[config.mk]
export PLATFORM = sky130hd
export DESIGN_NAME = led_flow_multimode_flat
export DESIGN_NICKNAME = d
export VERILOG_FILES = /design/src/rtl/led_flow_multimode_if.sv /design/src/rtl/led_flow_multimode.sv /design/src/flat_wrapper.sv
export SDC_FILE = /design/constraint.sdc
export NUM_CORES = 1
export LEC_CHECK = 0
export BUFFER_PORTS_ARGS = -buffer_cell sky130_fd_sc_hd__buf_2
export CAP_MARGIN = 40
export CORE_MARGIN = 3
export CORE_UTILIZATION = 53
export CTS_CLUSTER_SIZE = 25
export DETAILED_ROUTE_END_ITERATION = 6
export PLACE_DENSITY = 0.76
export SLEW_MARGIN = 20
export SYNTH_ARGS = -nofsm -noshare
export SYNTH_HDL_FRONTEND = slang
export SYNTH_SLANG_ARGS = --single-unit
export TNS_END_PERCENT = 30
[constraint.sdc]
create_clock -name clk -period 1.9 [get_ports clk]
set_input_delay 0.095 -clock clk [delete_from_list [all_inputs] [get_ports clk]]
set_output_delay 0.095 -clock clk [all_outputs]
set_load 0.02 [all_outputs]
[src/rtl/led_flow_multimode_if.sv]
// led_flow_multimode_if: touch input and LED/status outputs of the flowing light.
`timescale 1ns/1ps
interface led_flow_multimode_if #(
    parameter int unsigned LED_NUM = 4
);
    logic               touch;
    logic [LED_NUM-1:0] led;
    logic [1:0]         mode;
    logic               running;

    modport master (output touch, input led, mode, running);
    modport slave  (input touch, output led, mode, running);
endinterface

[src/rtl/led_flow_multimode.sv]
// led_flow_multimode: debounced touch drives a 4-mode LED pattern (flow/ping-pong/blink).
// Define LED_FLOW_AUTO_STOP_EN to stop the pattern after AUTO_STOP_STEPS steps.
`timescale 1ns/1ps
module led_flow_multimode #(
    parameter int unsigned LED_NUM         = 4,
    parameter logic [19:0] COUNT_MAX       = 20'd10,
    parameter logic [19:0] LONG_MAX        = 20'd50,
    parameter logic [23:0] STEP_MAX        = 24'd10,
    parameter logic [15:0] AUTO_STOP_STEPS = 16'd64
) (
    input  logic                 clk,
    input  logic                 reset,
    led_flow_multimode_if.slave  io
);
    localparam int CW = $clog2(COUNT_MAX);
    localparam int HW = $clog2(LONG_MAX);
    localparam int SW = $clog2(STEP_MAX);
    localparam int PW = $clog2(LED_NUM);
    localparam logic [PW-1:0] LAST = PW'(LED_NUM - 1);

    logic               s1_q, s2_q;
    logic               stable_q, stable_d;
    logic [CW-1:0]      db_q, db_d;
    logic [HW-1:0]      hold_q, hold_d;
    logic               long_done_q, long_done_d;
    logic [SW-1:0]      step_q, step_d;
    logic               run_q, run_d;
    logic [1:0]         mode_q, mode_d;
    logic [PW-1:0]      pos_q, pos_d, pp_nxt;
    logic               dir_q, dir_d;
    logic               phase_q, phase_d;
    logic [LED_NUM-1:0] led_q, led_d;
    logic               flip, short_ev, long_ev, step_ev, adv, auto_stop;

    always_comb begin
        flip        = (s2_q != stable_q) && (db_q == CW'(COUNT_MAX - 1));
        stable_d    = flip ? s2_q : stable_q;
        db_d        = (s2_q == stable_q || flip) ? '0 : db_q + 1'b1;
        // a release edge beats a long classification landing on the same cycle
        short_ev    = flip && stable_q && !long_done_q;
        long_ev     = stable_q && !flip && !long_done_q &&
                      (hold_q == HW'(LONG_MAX - 1));
        hold_d      = hold_q;
        if (!stable_q)
            hold_d = '0;
        else if (hold_q != HW'(LONG_MAX - 1))
            hold_d = hold_q + 1'b1;
        long_done_d = stable_q && (long_done_q || long_ev);
    end

    always_comb begin
        step_ev = run_q && (step_q == SW'(STEP_MAX - 1));
        adv     = step_ev && !short_ev && !long_ev;
        run_d   = (run_q ^ short_ev) && !auto_stop;
        step_d  = (step_ev || long_ev || short_ev || !run_q) ? '0 : step_q + 1'b1;
        mode_d  = mode_q;
        pos_d   = pos_q;
        dir_d   = dir_q;
        phase_d = phase_q;
        pp_nxt  = dir_q ? pos_q - 1'b1 : pos_q + 1'b1;
        if (long_ev) begin
            mode_d  = mode_q + 2'd1;
            pos_d   = '0;
            dir_d   = 1'b0;
            phase_d = 1'b0;
        end else if (adv) begin
            unique case (mode_q)
                2'd0: pos_d = (pos_q == LAST) ? '0 : pos_q + 1'b1;
                2'd1: pos_d = (pos_q == '0) ? LAST : pos_q - 1'b1;
                2'd2: begin
                    pos_d = pp_nxt;
                    if (pp_nxt == LAST)
                        dir_d = 1'b1;
                    else if (pp_nxt == '0)
                        dir_d = 1'b0;
                end
                2'd3: phase_d = ~phase_q;
            endcase
        end
    end

    always_comb begin
        led_d = '0;
        if (run_q) begin
            if (mode_q == 2'd3)
                led_d = phase_q ? '0 : '1;
            else
                led_d = LED_NUM'(1) << pos_q;
        end
    end

`ifdef LED_FLOW_AUTO_STOP_EN
    localparam int AW = $clog2(AUTO_STOP_STEPS) + 1;
    logic [AW-1:0] nstep_q, nstep_d;

    always_comb begin
        auto_stop = adv && (nstep_q == AW'(AUTO_STOP_STEPS - 1));
        nstep_d   = nstep_q;
        if (short_ev || long_ev || !run_q || auto_stop)
            nstep_d = '0;
        else if (adv)
            nstep_d = nstep_q + 1'b1;
    end

    always_ff @(posedge clk or posedge reset) begin
        if (reset)
            nstep_q <= '0;
        else
            nstep_q <= nstep_d;
    end
`else
    logic unused_auto;
    assign unused_auto = ^AUTO_STOP_STEPS;
    assign auto_stop   = 1'b0;
`endif

    always_ff @(posedge clk or posedge reset) begin
        if (reset) begin
            s1_q        <= 1'b0;
            s2_q        <= 1'b0;
            stable_q    <= 1'b0;
            db_q        <= '0;
            hold_q      <= '0;
            long_done_q <= 1'b0;
            step_q      <= '0;
            run_q       <= 1'b0;
            mode_q      <= 2'd0;
            pos_q       <= '0;
            dir_q       <= 1'b0;
            phase_q     <= 1'b0;
            led_q       <= '0;
        end else begin
            s1_q        <= io.touch;
            s2_q        <= s1_q;
            stable_q    <= stable_d;
            db_q        <= db_d;
            hold_q      <= hold_d;
            long_done_q <= long_done_d;
            step_q      <= step_d;
            run_q       <= run_d;
            mode_q      <= mode_d;
            pos_q       <= pos_d;
            dir_q       <= dir_d;
            phase_q     <= phase_d;
            led_q       <= led_d;
        end
    end

    assign io.led     = led_q;
    assign io.mode    = mode_q;
    assign io.running = run_q;
endmodule

[src/flat_wrapper.sv]
// flat-port wrapper written by rule: the top's interface ports become plain ports
module led_flow_multimode_flat 
#(
    parameter int unsigned LED_NUM         = 4,
    parameter logic [19:0] COUNT_MAX       = 20'd10,
    parameter logic [19:0] LONG_MAX        = 20'd50,
    parameter logic [23:0] STEP_MAX        = 24'd10,
    parameter logic [15:0] AUTO_STOP_STEPS = 16'd64
)
  (clk, reset, io_touch, io_led, io_mode, io_running);
  led_flow_multimode_if #(.LED_NUM(LED_NUM)) io_i ();
  input  logic clk;
  input  logic reset;
  input wire logic [$bits(io_i.touch)-1:0] io_touch;
  output wire logic [$bits(io_i.led)-1:0] io_led;
  output wire logic [$bits(io_i.mode)-1:0] io_mode;
  output wire logic [$bits(io_i.running)-1:0] io_running;
  assign io_i.touch = io_touch;
  assign io_led = io_i.led;
  assign io_mode = io_i.mode;
  assign io_running = io_i.running;
  led_flow_multimode #(.LED_NUM(LED_NUM), .COUNT_MAX(COUNT_MAX), .LONG_MAX(LONG_MAX), .STEP_MAX(STEP_MAX), .AUTO_STOP_STEPS(AUTO_STOP_STEPS)) u_core (.clk(clk), .reset(reset), .io(io_i));
endmodule
==> reports/qor.yml, run 1 <==
sta:
  max-slew-margin-rel: 0.763
  setup_ws_ns: 0.0396
  post-route-period-util: 0.979
  clock_skew_ns: 0.0151
  fmax_ghz: 0.538
  worstMarginPinSlew_ns: 0.355
  setup_tns_ns: 0
  fin_crit_ns: 1.86
  finalHoldViolations: 0
  finalSetupViolCount: 0
  rsz0062_at_grt: "yes"
  slew_viol_final: 0
logic_synthesis:
  synth_top_area_cell: "dfrtp_1"
  synthSimpleGateAreaFrac: 0.170
  synth.area.top_cells: "dfrtp_1 (48%), ha_1 (12%), xnor2_1 (4.6%), nor2_1 (3.5%), xor2_1 (3.5%)"
  synthArstFlopShare: 1.00
  ys.flop_type: "dfrtp_1"
  synth_mux_area_frac: 0.0240
  yosys.area.top_type_share: 0.480
  syn_area_per_cell_sq_um: 11.0
  synth_compound_area_frac: 0.0902
  yosys_warnings: 0
  synth_edf_count: 0
  synth_seq_area_share: 0.480
  synthAdderAreaFrac: 0.124
  synthesis.nets: 155
  ys_top_cells_by_count: "dfrtp_1 (29), ha_1 (15), nor2_1 (14), inv_1 (10), xnor2_1 (8)"
  synth_xor_area_frac: 0.0811
  synthMostInstantiatedCell: "dfrtp_1"
  synth_cell_type_count: 31
  synth_area_sq_um: 1510
  ys_ff_latch: 29
  syn_inst: 137
  synth_top_family_by_area: "simple AND/OR/NAND/NOR gates"
power_and_ir_drop:
  peakVddDrop_v: 0.000680
  power.density_nw_per_um2: 713
  leakagePower_nw: 0.857
routing:
  drc: 0
  drtPass1Iterations: 4
  viasPerCell: 5.36
  vias: 1007
  ant_nets: 0
  first_iter_violations: 34
  avgRoutedWirePerCell_um: 13.5
  wirelength_um: 2530
floorplan:
  die-area_sq_um: 3530
  initial_utilization: 0.584
  ios: 10
  row_count: 18
  dieHeight_um: 59.4
  die_x_um: 59.4
  core_sq_um: 2590
clock_network:
  cts_tree: "built"
  clk_pin_slew_ns: 0.10
  clock_latency_ns: 0.32
  cts_buffers: 5
  cts_buffer_depth: 2
  cts.sink_count: 29
  cts-root-buf: "clkbuf_4"
  cts_max_level: 2
critical_path:
  criticalPathCategory: "reg -> reg"
  crit_path_end_kind: "register"
  cp-start-kind: "register"
  required_ns: 2.11
  cp_max_fo: 3
  arrival_ns: 2.07
finish:
  nFillCells: 211
  drive_above_1_share: 0.209
  fin_nets: 175
  area_growth_syn_to_layout_pct: 15.0
  n_antenna_cell: 0
grt:
  grt_pass1_vias: 989
  grt_overflow: 0
  antenna_found_initial: 0
  grt_max_degree: 30
  grt.total_usage: 0.169
  grt_pass1_wl_um: 4400
placed_design:
  place.gp.congestion: 0.778
  place.detailed.hpwl_um: 1760
  port_buffers: 9
  place_ws_ns: 0.00567
status:
  status: "complete, no violations"
run:
  drv_cap: 0
min_path:
  hold_class: "reg -> reg"
## stage by stage
step,hold slack (ns),power [W],instance area [sq um],instances,util
3_5_place_dp,0.177,0.000725,1630,177,0.628
6_report,0.352,0.00124,1740,188,0.671
2_1_floorplan,0.126,0.000707,1530,137,-
3_3_place_gp,0.178,0.000720,1630,177,0.628
4_1_cts,0.355,0.00125,1740,188,0.671
5_1_grt,0.356,0.00128,1740,188,0.671
## state kept, by name (all words and copies together), names as in the netlist
signal,flops
u_core.dir_q,1
u_core.phase_q,1
u_core.io.running,1
u_core.long_done_q,1
u_core.hold_q,6
u_core.db_q,4
u_core.io.mode,2
u_core.stable_q,1
u_core.s2_q,1
u_core.step_q,4
u_core.pos_q,2
u_core.s1_q,1
u_core.io.led,4
## worst max-delay path: stages (launching register included)
cell and delay, ns:
dfrtp_1 0.40, inv_2 0.09, ha_4 0.21, xor2_1 0.16, ha_1 0.28, nand3b_1 0.18, a211oi_2 0.18, mux2i_1 0.20
nor2_1 0.05
## layout make-up
class | instances | area [sq um] | share of cell area
multi-input combinational | 96 | 757 | 0.436
sequential | 29 | 726 | 0.418
timing repair buffer | 15 | 95.1 | 0.0547
clock buffer | 7 | 55.1 | 0.0317
inverter | 10 | 37.5 | 0.0216
tap | 30 | 37.5 | 0.0216
clock inverter | 1 | 30.0 | 0.0173
## layer usage
metal | track usage | wire length [um] | vias up
li1 | - | - | 496
met1 | 0.199 | 1140 | 491
met2 | 0.290 | 1260 | 15
met3 | 0.0458 | 100 | 5
met4 | 0.0680 | 31 | 0
met5 | 0 | 0 | -
## cell families after synthesis
kind of cell | after synthesis
AO/OA/AOI/OAI | 19
multiplexers | 3
XOR/XNOR | 14
flip-flops | 29
AND/OR/NAND/NOR | 45
buffers and inverters | 12
adder cells (fa/ha/maj) | 15
## final timing paths
path / start / to / slack (ns) / cells after the start
setup / recovery: u_core.pos_q[0] / u_core.dir_q / 0.04 / 8
max in group asynchronous: reset / u_core.hold_q[2] / 1.25 / 4
min in group asynchronous: reset / u_core.step_q[3] / 0.37 / 4
hold / removal: u_core.s1_q / u_core.s2_q / 0.35 / 0
setup reg to reg: u_core.pos_q[0] / u_core.dir_q / 0.04 / 8
hold reg to reg: u_core.s1_q / u_core.s2_q / 0.35 / 0
## power breakdown
part / internal, W / total, W / switching, W
Sequential: 0.000634 / 0.000654 / 0.0000194
Combinational: 0.0000264 / 0.0000603 / 0.0000339
Clock: 0.000314 / 0.000525 / 0.000211
## layout by cell type (no fill, tap or decap), types with 3 or more instances in the layout
master,netlist,final
dfrtp_1,29,29
nor2_1,14,14
ha_1,15,14
buf_2,1,9
inv_1,10,8
xnor2_1,8,8
nand2_1,7,7
xor2_1,6,6
nand2b_1,5,5
clkbuf_4,0,5
a21oi_1,4,4
nand3_1,4,4
buf_4,0,4
and2_1,3,3
nand3b_1,3,3
o21ai_0,3,3
a211oi_1,4,3
a21boi_0,3,3
## repair_timing
| item | in CTS | in global routing |
|---|---|---|
| setup buffers | 1 | 0 |
| endpoints found under the setup margin | 1 | 1 |
| endpoints found under the hold margin | 30 | 0 |
| resized for setup | 0 | 2 |
| hold buffers | 2 | 0 |
Power figures use the tool's default switching activity.
==> run 2: changes to the inputs <==
Settings changed: PLACE_DENSITY 0.76 to 0.85, SETUP_SLACK_MARGIN set to 0.02.
==> run 2 against run 1 <==
Worst hold slack gained 0.0032 ns. Maximum frequency grew 1.4%. Routed wire length shrank 2.3%. Combinational power is essentially flat.
==> reports/qor.yml, run 2 (synthesis results as in run 1) <==
clock_network:
  cts_buffer_depth: 2  # unchanged
  clk_pin_slew_ns: 0.10  # about the same
  clock_latency_ns: 0.32  # about the same
  cts_buffers: 5  # unchanged
  cts.sink_count: 29  # unchanged
  cts_tree: "built"
  cts-root-buf: "clkbuf_4"
  cts_max_level: 2  # unchanged
grt:
  grt.total_usage: 0.166  # -0.00296
  grt_overflow: 0  # unchanged
  grt_pass1_wl_um: 4250  # -3.5%
  antenna_found_initial: 0  # unchanged
  grt_max_degree: 30  # unchanged
  grt_pass1_vias: 970  # -1.9%
sta:
  max-slew-margin-rel: 0.762  # -0.000770
  post-route-period-util: 0.965  # -0.0140
  setup_tns_ns: 0  # unchanged
  finalSetupViolCount: 0  # unchanged
  finalHoldViolations: 0  # unchanged
  rsz0062_at_grt: "yes"
  fmax_ghz: 0.545  # +1.4%
  fin_crit_ns: 1.83  # -0.0265 ns
  worstMarginPinSlew_ns: 0.356  # +0.00115 ns
  slew_viol_final: 0  # unchanged
  timing.hold.ws_ns: 0.355  # +0.00320 ns
  clock_skew_ns: 0.00977  # -0.00530 ns
finish:
  drive_above_1_share: 0.222  # +0.0127
  regArea_sq_um: 726  # unchanged
  design_area_sq_um: 1740  # -0.14%
  area_growth_syn_to_layout_pct: 14.8
  multiInputGateArea_sq_um: 769  # +1.7%
  top_register: "u_core.hold_q"
  largest_register_ffs: 6  # unchanged
  n_antenna_cell: 0  # unchanged
  fin_nets: 175  # unchanged
  fin_cells: 188  # unchanged
  nFillCells: 191  # -9.5%
  final_cell_mix: "dfrtp_1 (29), nor2_1 (14), ha_1 (13)"
  final_common_cell: "dfrtp_1"
run:
  drv_cap: 0  # unchanged
routing:
  drc: 0  # unchanged
  first_iter_violations: 21  # -38%
  avgRoutedWirePerCell_um: 13.2  # -2.3%
  drtPass1Iterations: 4  # unchanged
  viasPerCell: 5.38  # +0.40%
  ant_nets: 0  # unchanged
  wirelength_um: 2470  # -2.3%
  vias: 1011  # +0.40%
placed_design:
  place.gp.congestion: 0.774  # -0.46%
  port_buffers: 9  # unchanged
  place.detailed.hpwl_um: 1710  # -3.1%
  dp.cells: 177  # unchanged
  place_area_sq_um: 1630  # unchanged
power_and_ir_drop:
  leakagePower_nw: 0.854  # -0.34%
  switchingPower_w: 0.000264  # about the same
  p_sw_frac: 0.232  # +0.0189
  peakVddDrop_v: 0.000541  # -20%
  power_frac_seq: 0.574  # +0.046
  p_clk_frac: 0.373  # -0.051
  power.density_nw_per_um2: 656  # -7.9%
  combPwrFrac: 0.053  # +0.004
  p_int_w: 0.000875  # -10%
critical_path:
  required_ns: 2.12  # about the same
  cp_max_fo: 4  # +1
  criticalPathCategory: "reg -> reg"
  critical-path-top-delay-family: "adder cells"
  crit_path_end_kind: "register"
  cp-start-kind: "register"
  r2r_slack_ns: 0.07  # +0.03 ns
  crit_buf_inv: 1  # unchanged
  path_cells: "inv_2 -> ha_4 -> xor2_1 -> ha_1 -> nand3b_1 -> a211oi_2 -> mux2i_1 -> nor2_1"
  timing.rr.start: "u_core.pos_q[1]"
  cp_slowest_stage_delay_ns: 0.42  # +0.02 ns
  cp-startpoint: "u_core.pos_q[1]"
  arrival_ns: 2.06  # about the same
  r2r-end: "u_core.dir_q"
  crit_slowest_cell: "dfrtp_1"
  reg2regPathDepth: 8  # unchanged
status:
  status: "complete, no violations"
floorplan:
  initial_utilization: 0.584  # unchanged
  die_x_um: 59.4  # unchanged
  die-area_sq_um: 3530  # unchanged
  core_sq_um: 2590  # unchanged
  ios: 10  # unchanged
  dieHeight_um: 59.4  # unchanged
  row_count: 18  # unchanged
min_path:
  whs_endpoint: "u_core.s2_q"
  hold_class: "reg -> reg"
  hp-start: "u_core.s1_q"
  worstHoldPathCells: 0  # unchanged
==> run 2: how the worst max path moves through the flow <==
stage | endpoint | slack, ns | cells after the start
after floorplan | u_core.dir_q | 0.04 | 8
after global placement | u_core.dir_q | 0.09 | 8
after detailed placement | u_core.dir_q | 0.05 | 8
after CTS | u_core.dir_q | 0.02 | 8
after global routing | u_core.dir_q | -0.03 | 8
final | u_core.dir_q | 0.07 | 8
==> run 2: worst register-to-register path, cell delays in order, from the launching register on <==
cell,delay (ns)
dfrtp_1,0.42
inv_2,0.09
ha_4,0.20
xor2_1,0.16
ha_1,0.27
nand3b_1,0.16
a211oi_2,0.18
mux2i_1,0.20
nor2_1,0.06
==> run 2: cell type report <==
class,instances,area share
inverters,10,0.0216
repair buffers,15,0.0548
multi-input cells,96,0.443
clock inverters,1,0.00288
clock buffers,7,0.0375
well taps,30,0.0216
flip-flops and latches,29,0.418
==> run 2: power by group through the flow <==
stage	Sequential, W	Clock [W]	Combinational (W)
final	0.000654	0.000425	0.0000601
after global routing	0.000657	0.000459	0.0000699
after CTS	0.000654	0.000439	0.0000618
after detailed placement	0.000667	0	0.0000580
after global placement	0.000664	0	0.0000552
after floorplan	0.000659	0	0.0000486
==> run 2: timing repair <==
action | in CTS | in global routing
resized for setup | 0 | 3
buffers inserted | 0 | 1
endpoints found under the hold margin | 30 | 0
setup endpoints to repair | 0 | 2
hold buffers | 2 | 0
==> run 2: per-stage QoR <==
step                setup WS [ns]  utilization  total power [W]
finish                     0.0661        0.670          0.00114
global route              -0.0318        0.670          0.00119
CTS                        0.0208        0.662          0.00116
detailed placement         0.0507        0.628         0.000725
global placement           0.0898        0.628         0.000719
floorplan                  0.0431            -         0.000707
==> run 2: per-layer routing <==
layer / routed length (um) / track usage / up-vias
met2: 1190 / 0.261 / 17
met3: 98 / 0.0523 / 7
li1: - / - / 500
met4: 52 / 0.0874 / 0
met5: 0 / 0 / -
met1: 1140 / 0.204 / 487
==> run 3: changes to the inputs <==
Settings changed: CAP_MARGIN 40 to 15, CORE_UTILIZATION 53 to 51, PLACE_DENSITY 0.85 to 0.83.
==> run 3 against run 2 <==
Non-clock buffer count up 1. Maximum frequency up 1.1%. Worst setup slack better by 0.020 ns. Worst hold slack improved by 0.0031 ns.
==> reports/qor.yml, run 3 (synthesis results as in run 1) <==
floorplan:
  die_x_um: 60.4  # +1.8%
  core_sq_um: 2780  # +7.4%
  ios: 10  # unchanged
  die-area_sq_um: 3650  # +3.5%
  initial_utilization: 0.543  # -0.0402
  row_count: 19  # +1
  dieHeight_um: 60.4  # +1.8%
clock_network:
  cts_tree: "built"
  cts_buffers: 5  # unchanged
  cts-root-buf: "clkbuf_4"
  cts.sink_count: 29  # unchanged
  cts_buffer_depth: 2  # unchanged
  clk_pin_slew_ns: 0.09  # about the same
  cts_max_level: 2  # unchanged
  clock_latency_ns: 0.32  # about the same
placed_design:
  place.detailed.hpwl_um: 1780  # +4.5%
  dp.cells: 178  # +0.56%
  place.gp.congestion: 0.862  # +11%
  port_buffers: 9  # unchanged
sta:
  clock_skew_ns: 0.00701  # -0.00276 ns
  fmax_ghz: 0.551  # +1.1%
  rsz0062_at_grt: "yes"
  setup_tns_ns: 0  # unchanged
  post-route-period-util: 0.955  # -0.0106
  worstMarginPinSlew_ns: 0.354  # -0.00174 ns
  fin_crit_ns: 1.81  # -0.0202 ns
  timing.hold.ws_ns: 0.358  # +0.00309 ns
  finalHoldViolations: 0  # unchanged
  finalSetupViolCount: 0  # unchanged
  max-slew-margin-rel: 0.764  # +0.00220
  slew_viol_final: 0  # unchanged
min_path:
  worstHoldPathCells: 0  # unchanged
  hold_class: "reg -> reg"
finish:
  fin_cells: 190  # +1.1%
  regArea_sq_um: 726  # unchanged
  nFillCells: 236  # +24%
  multiInputGateArea_sq_um: 757  # -1.6%
  final_cell_mix: "dfrtp_1 (29), nor2_1 (14), ha_1 (14)"
  drive_above_1_share: 0.214  # -0.00768
  top_register: "u_core.hold_q"
  largest_register_ffs: 6  # unchanged
  n_antenna_cell: 0  # unchanged
  area_growth_syn_to_layout_pct: 13.3
  final_common_cell: "dfrtp_1"
  fin_nets: 176  # +0.57%
routing:
  viasPerCell: 5.23  # -2.7%
  ant_nets: 0  # unchanged
  avgRoutedWirePerCell_um: 12.9  # -1.9%
  first_iter_violations: 22  # +4.8%
  wirelength_um: 2450  # -0.81%
  drc: 0  # unchanged
  drtPass1Iterations: 4  # unchanged
  vias: 994  # -1.7%
grt:
  grt_pass1_vias: 1011  # +4.2%
  grt.total_usage: 0.164  # -0.00282
  antenna_found_initial: 0  # unchanged
  grt_max_degree: 30  # unchanged
  grt_overflow: 0  # unchanged
  grt_pass1_wl_um: 4290  # +0.96%
power_and_ir_drop:
  power.density_nw_per_um2: 622  # -5.2%
  leakagePower_nw: 0.849  # -0.60%
  peakVddDrop_v: 0.000585  # +8.1%
critical_path:
  cp.depth: 8  # unchanged
  crit_slowest_cell: "dfrtp_1"
  reg2regPathDepth: 8  # unchanged
  cp-start-kind: "register"
  criticalPathCategory: "reg -> reg"
  cp_max_fo: 3  # -1
  crit_buf_inv: 1  # unchanged
  path_cells: "inv_2 -> ha_4 -> xor2_1 -> ha_1 -> nand3b_1 -> a211oi_2 -> mux2i_1 -> nor2_1"
  crit_path_end_kind: "register"
  arrival_ns: 2.04  # -0.02 ns
  required_ns: 2.12  # about the same
  critical-path-top-delay-family: "adder cells"
  cp_slowest_stage_delay_ns: 0.40  # -0.02 ns
status:
  status: "complete, no violations"
run:
  drv_cap: 0  # unchanged
==> run 3: changes by cell type in the layout (fill, tap and decap cells not counted), sizes merged <==
cell	change
buf	+1
clkbuf	-1
clkinv	+1
==> run 3: cell type report <==
type,count,area share
repair buffers,16,0.0599
multi-input cells,96,0.442
flip-flops and latches,29,0.424
clock inverters,2,0.00584
clock buffers,6,0.0241
well taps,31,0.0226
inverters,10,0.0219
==> run 3: worst paths after layout <==
check | from | end | slack, ns
max | u_core.pos_q[0] | u_core.dir_q | 0.09
min | u_core.s1_q | u_core.s2_q | 0.36
max reg2reg | u_core.pos_q[0] | u_core.dir_q | 0.09
min reg2reg | u_core.s1_q | u_core.s2_q | 0.36
max in group asynchronous | reset | u_core.hold_q[5] | 1.26
min in group asynchronous | reset | u_core.s1_q | 0.37
==> run 3: worst reg2reg max path, cell delays in order (launching register included) <==
cell and delay, ns:
dfrtp_1 0.40, inv_2 0.09, ha_4 0.21, xor2_1 0.16, ha_1 0.26, nand3b_1 0.16
a211oi_2 0.18, mux2i_1 0.21, nor2_1 0.05
==> run 3: timing repair <==
action / CTS / global route
gates resized for setup: 0 / 2
setup buffers: 1 / 1
hold buffers: 2 / 0
endpoints found under the hold margin: 30 / 0
endpoints found under the setup margin: 1 / 1
==> run 3: layer usage <==
layer	wire length, um	vias to the layer above	global-route usage
met1	1100	478	0.194
met2	1240	14	0.270
met5	0	-	0
li1	-	497	-
met3	78	5	0.0447
met4	45	0	0.0898
==> run 3: per-stage QoR <==
step | cell area, sq um | util | power [W] | setup WS, ns
finish | 1710 | 0.616 | 0.00107 | 0.0864
global route | 1710 | 0.616 | 0.00113 | -0.0392
CTS | 1710 | 0.613 | 0.00108 | 0.0402
detailed placement | 1630 | 0.585 | 0.000727 | 0.0124
global placement | 1630 | 0.585 | 0.000718 | 0.0938
floorplan | 1530 | - | 0.000707 | 0.0431
==> run 3: power breakdown <==
group,switching [W],internal [W]
Sequential,0.0000194,0.000634
Clock,0.000211,0.000141
Combinational,0.0000337,0.0000271
